==> src/rtl/mem_port_arbiter.sv <==
// mem_port_arbiter: shares one SDRAM A-side port between the CPU bus (port 0) and the loader/DMA (port 1)
//   Each grant opens a fixed slot of SLOT_CYCLES clocks. Address, write strobe and write data are held
//   stable for the whole slot. Read data is captured on the last slot cycle and returned with a
//   one-cycle done pulse. Tie-break is fixed priority (port 0 wins) unless ARB_ROUND_ROBIN_EN is defined,
//   in which case the port not granted last wins.
//   Ports: clk, reset (sync, active-high);
//          pN_req/pN_we/pN_addr/pN_wdata in, pN_rdata/pN_done out (N = 0, 1);
//          mem_addr/mem_write/mem_wdata out, mem_rdata in (SDRAM A side);
//          busy out (slot in progress).
module mem_port_arbiter #(
    parameter int ADDR_W      = 21,
    parameter int DATA_W      = 8,
    parameter int SLOT_CYCLES = 4
) (
    input  logic              clk,
    input  logic              reset,
    input  logic              p0_req,
    input  logic              p0_we,
    input  logic [ADDR_W-1:0] p0_addr,
    input  logic [DATA_W-1:0] p0_wdata,
    output logic [DATA_W-1:0] p0_rdata,
    output logic              p0_done,
    input  logic              p1_req,
    input  logic              p1_we,
    input  logic [ADDR_W-1:0] p1_addr,
    input  logic [DATA_W-1:0] p1_wdata,
    output logic [DATA_W-1:0] p1_rdata,
    output logic              p1_done,
    output logic [ADDR_W-1:0] mem_addr,
    output logic              mem_write,
    output logic [DATA_W-1:0] mem_wdata,
    input  logic [DATA_W-1:0] mem_rdata,
    output logic              busy
);
    typedef enum logic [1:0] {IDLE, SLOT0, SLOT1} state_t;
    localparam logic [3:0] LAST = 4'(SLOT_CYCLES - 1);
    state_t state, state_nx;
    logic [3:0] cnt, cnt_nx;
    logic [ADDR_W-1:0] addr_nx;
    logic [DATA_W-1:0] wdata_nx, p0_rdata_nx, p1_rdata_nx;
    logic write_nx, p0_done_nx, p1_done_nx, pick1, slot_end;
`ifdef ARB_ROUND_ROBIN_EN
    // last == 1 means port 1 was granted last, so port 0 wins the first tie after reset
    logic last, last_nx;
    assign pick1 = p1_req & (~p0_req | ~last);
`else
    assign pick1 = p1_req & ~p0_req;
`endif
    assign slot_end = (state != IDLE) && (cnt == LAST);
    assign busy = state != IDLE;
    always_comb begin
        state_nx    = state;
        cnt_nx      = cnt;
        addr_nx     = mem_addr;
        wdata_nx    = mem_wdata;
        write_nx    = mem_write;
        p0_rdata_nx = p0_rdata;
        p1_rdata_nx = p1_rdata;
        p0_done_nx  = 1'b0;
        p1_done_nx  = 1'b0;
`ifdef ARB_ROUND_ROBIN_EN
        last_nx     = last;
`endif
        if (state == IDLE) begin
            write_nx = 1'b0;
            if (p0_req | p1_req) begin
                state_nx = pick1 ? SLOT1 : SLOT0;
                cnt_nx   = 4'd0;
                addr_nx  = pick1 ? p1_addr : p0_addr;
                wdata_nx = pick1 ? p1_wdata : p0_wdata;
                write_nx = pick1 ? p1_we : p0_we;
`ifdef ARB_ROUND_ROBIN_EN
                last_nx  = pick1;
`endif
            end
        end else if (slot_end) begin
            state_nx    = IDLE;
            cnt_nx      = 4'd0;
            write_nx    = 1'b0;
            p0_done_nx  = state == SLOT0;
            p1_done_nx  = state == SLOT1;
            p0_rdata_nx = (state == SLOT0 && !mem_write) ? mem_rdata : p0_rdata;
            p1_rdata_nx = (state == SLOT1 && !mem_write) ? mem_rdata : p1_rdata;
        end else begin
            cnt_nx = cnt + 4'd1;
        end
    end
    always_ff @(posedge clk) begin
        if (reset) begin
            state     <= IDLE;
            cnt       <= 4'd0;
            mem_addr  <= '0;
            mem_wdata <= '0;
            mem_write <= 1'b0;
            p0_rdata  <= '0;
            p1_rdata  <= '0;
            p0_done   <= 1'b0;
            p1_done   <= 1'b0;
`ifdef ARB_ROUND_ROBIN_EN
            last      <= 1'b1;
`endif
        end else begin
            state     <= state_nx;
            cnt       <= cnt_nx;
            mem_addr  <= addr_nx;
            mem_wdata <= wdata_nx;
            mem_write <= write_nx;
            p0_rdata  <= p0_rdata_nx;
            p1_rdata  <= p1_rdata_nx;
            p0_done   <= p0_done_nx;
            p1_done   <= p1_done_nx;
`ifdef ARB_ROUND_ROBIN_EN
            last      <= last_nx;
`endif
        end
    end
endmodule
==> config.mk <==
export PLATFORM = sky130hd
export DESIGN_NAME = mem_port_arbiter
export DESIGN_NICKNAME = d
export VERILOG_FILES = /design/src/rtl/mem_port_arbiter.sv
export SDC_FILE = /design/constraint.sdc
export NUM_CORES = 1
export LEC_CHECK = 0
export CORE_ASPECT_RATIO = 0.7
export CORE_MARGIN = 2
export CORE_UTILIZATION = 43
export CTS_CLUSTER_SIZE = 10
export DETAILED_ROUTE_END_ITERATION = 8
export GPL_TIMING_DRIVEN = 1
export PLACE_DENSITY = 0.86
export SLEW_MARGIN = 20
export SYNTH_ARGS = -nofsm -noshare
export SYNTH_HDL_FRONTEND = slang
export SYNTH_SLANG_ARGS = --single-unit
==> constraint.sdc <==
create_clock -name clk -period 4.8 [get_ports clk]
set_input_delay 0.48 -clock clk [delete_from_list [all_inputs] [get_ports clk]]
set_output_delay 0.48 -clock clk [all_outputs]
set_load 0.01 [all_outputs]
==> impl_metrics.py <==
metrics = {
    "cts": {
        "cts_buffer_depth": 2,
        "cts_h_tree_lvls": 2,
        "cts.reportedPaths.clkPinSlew_ps": 90,
        "postCtsSetupRepairBufs": 0,
        "post_cts_resized": 0,
        "tritoncts_buffer_count": 5,
        "clock_tree.root_cell": "sky130_fd_sc_hd__clkbuf_8",
        "worst_skew_pair.late_latency_ps": 300,
        "cts.sinks": 54,
        "holdBufCountCts": 0,
        "tritoncts": "built",
    },
    "drt": {
        "route.antenna.remaining_nets": 0,
        "vias": 2386,
        "routed_wire_length_per_instance_um": 14.9,
        "avgViaCountPerCell": 5.33,
        "detail_route.wirelength_um": 6680,
        "first_pass_iters": 4,
        "detailedRoute.firstIterationViolations": 113,
        "drt_drc_violations_left": 0,
    },
    "sta": {
        "finalCritPeriodShare_pct": 54.3,
        "fin_setup_tns_ps": 0,
        "max_freq_ghz": 0.384,
        "maxSlewHeadroom_pct": 25.9,
        "hold_viol": 0,
        "final_critical_path_setup_slack_ps": 2190,
        "worst_pin_slew_ps": 1110,
        "finalSetupViolations": 0,
        "period_needed_ps": 2610,
        "worst_setup_skew_after_layout_ps": 7.07,
        "rsz_0062_raised_after_global_routing": "no",
        "slew_viol_final": 0,
    },
    "pwr": {
        "power_density_nw_per_um2": 280,
        "largest_voltage_drop_on_the_vdd_net_uv": 153,
        "p_total_mw": 1.02,
        "power.leakage_nw": 1.36,
    },
    "placement": {
        "place_ws_ps": 1890,
        "port-buffer-count": 120,
        "hpwlAfterDp_um": 4690,
        "cell_area_after_placement_um2": 3550,
        "routabilityCongestion": 0.786,
    },
    "synthesis": {
        "synth_area_um2": 2350,
        "syn-instance-count": 269,
        "post_synth.cell_area_avg_um2": 8.74,
        "synthesized_net_count": 342,
        "flop_and_latch_count_out_of_synthesis": 54,
        "synth.distinct_cells": 29,
        "synth_top_area_cell": "sky130_fd_sc_hd__dfxtp_1",
        "synthTopCellsByArea": "sky130_fd_sc_hd__dfxtp_1 46%, sky130_fd_sc_hd__a311oi_1 11%, sky130_fd_sc_hd__nand2_1 9.6%",
        "synth_largest_type_area_fraction_pct": 46.0,
        "synth-seq-area-share_pct": 46.0,
        "yosysWarnings": 0,
    },
    "min_path": {
        "hold_path.class": "register to register",
        "startpoint_of_the_tightest_hold_check_path": "p0_rdata[0]$_SDFFE_PP0P_",
    },
    "global_routing": {
        "grt_pass1_vias": 2117,
        "global_route.usage.total_pct": 21.6,
        "first_pass_grt_wire_length_um": 10600,
        "grt_max_degree": 63,
        "grt_overflow": 0,
        "grt_antenna_before_repair": 0,
    },
    "worst_setup_path": {
        "worstPathMaxFanout": 30,
        "path_class": "input pin to register",
        "critPathCaptureType": "register",
        "critPathArrivalTime_ps": 2720,
        "worst_setup_path_startpoint": "p0_req",
        "required_time_at_the_endpoint_of_the_critical_path_ps": 4920,
        "startpoint_class": "input pin",
        "critical_path.reg2reg.startpoint": "state[1]$_SDFFE_PP0P_",
    },
    "final_layout": {
        "layout.cells.most_common_list": "119 x sky130_fd_sc_hd__clkdlybuf4s50_1, 60 x sky130_fd_sc_hd__nand2_1, 54 x sky130_fd_sc_hd__dfxtp_1",
        "syn_to_final_growth_pct": 55.1,
        "final-seq-area_um2": 1080,
        "finalCoreUtilization_pct": 69.3,
        "final_net_count": 448,
        "insertedDiodeCount": 0,
        "fillerInstances": 423,
        "post-route-cell-area_um2": 3640,
        "drive_gt1_share_pct": 4.79,
        "layout_commonest_cell": "sky130_fd_sc_hd__clkdlybuf4s50_1",
        "multi_input_area_um2": 1170,
    },
    "job": {
        "max-cap-violations": 0,
    },
    "outcome": {
        "status": "complete, no violations",
    },
    "floorplanning": {
        "placementRows": 22,
        "initial_utilization_pct": 44.7,
        "die_w_um": 92.4,
        "design.portCount": 121,
        "floorplan.die.height_um": 65.9,
        "coreArea_um2": 5260,
        "full_die_area_um2": 6080,
    },
}
-- cells in the mapped netlist (all sizes together) --
cell type  count
a21oi         32
a221oi         1
a22oi          3
a311oi        29
a31oi          1
and2           1
buf            6
clkbuf        17
dfxtp         54
ha             1
inv            1
mux2i         16
nand2         60
nand2b        27
nand3          2
nand3b         1
nand4b         1
nor2           4
nor2b          1
nor3           4
nor4           1
o21ai          1
o21ba          1
or2            1
or3            2
or3b           1
-- power breakdown --
group	internal, mW	total, mW	switching (mW)
clock network	0.117	0.257	0.140
logic	0.146	0.258	0.113
registers	0.482	0.505	0.0225
-- path summary, 6_finish.rpt --
| check | to | slack, ps | cells past startpoint |
|---|---|---|---|
| max | mem_addr[10]$_SDFFE_PP0P_ | 2190 | 4 |
| min | p0_rdata[0]$_SDFFE_PP0P_ | 480 | 2 |
| max reg2reg | mem_addr[10]$_SDFFE_PP0P_ | 2630 | 4 |
| min reg2reg | p0_rdata[0]$_SDFFE_PP0P_ | 480 | 2 |
-- registers in the layout, summed over array words and instances, names as in the netlist --
register,count
cnt,4
state,2
p1_done,1
mem_wdata,8
p0_rdata,8
p1_rdata,8
mem_write,1
mem_addr,21
p0_done,1
-- routing by layer --
| layer | share of wire [%] | global-route usage, % |
|---|---|---|
| met5 | 0 | 0 |
| met4 | 1.7 | 5.04 |
| met3 | 6.6 | 4.45 |
| met2 | 45 | 32.9 |
| met1 | 47 | 31.5 |
-- per-stage QoR --
stage | std cells | hold slack [ps]
floorplan | 269 | 457
global placement | 440 | 459
detailed placement | 440 | 466
CTS | 448 | 483
global route | 448 | 507
finish | 448 | 478
-- area by class of cell --
| type | instances | area share [%] |
|---|---|---|
| repair buffers | 122 | 33.2 |
| flip-flops and latches | 54 | 29.7 |
| clock buffers | 7 | 2.37 |
| multi-input cells | 191 | 32.0 |
| well taps | 72 | 2.47 |
| clock inverters | 1 | 0.137 |
| inverters | 1 | 0.103 |
-- critical path, stage by stage --
cell and delay, ps:
sky130_fd_sc_hd__clkdlybuf4s50_1 560, sky130_fd_sc_hd__or2_2 510, sky130_fd_sc_hd__and2_1 950, sky130_fd_sc_hd__a311oi_1 210
-- cell families (layout without fill, tap and decap cells) --
| kind of cell | after synthesis | after routing | share of synthesized area (%) |
|---|---|---|---|
| compound gates | 68 | 68 | 19.9 |
| fa+ha+maj | 1 | 1 | 0.532 |
| buf+inv | 24 | 131 | 4.69 |
| flops | 54 | 54 | 46.0 |
| mux | 16 | 16 | 6.82 |
| simple gates | 106 | 106 | 22.1 |
Note: power is estimated with default switching activity, not from simulation.
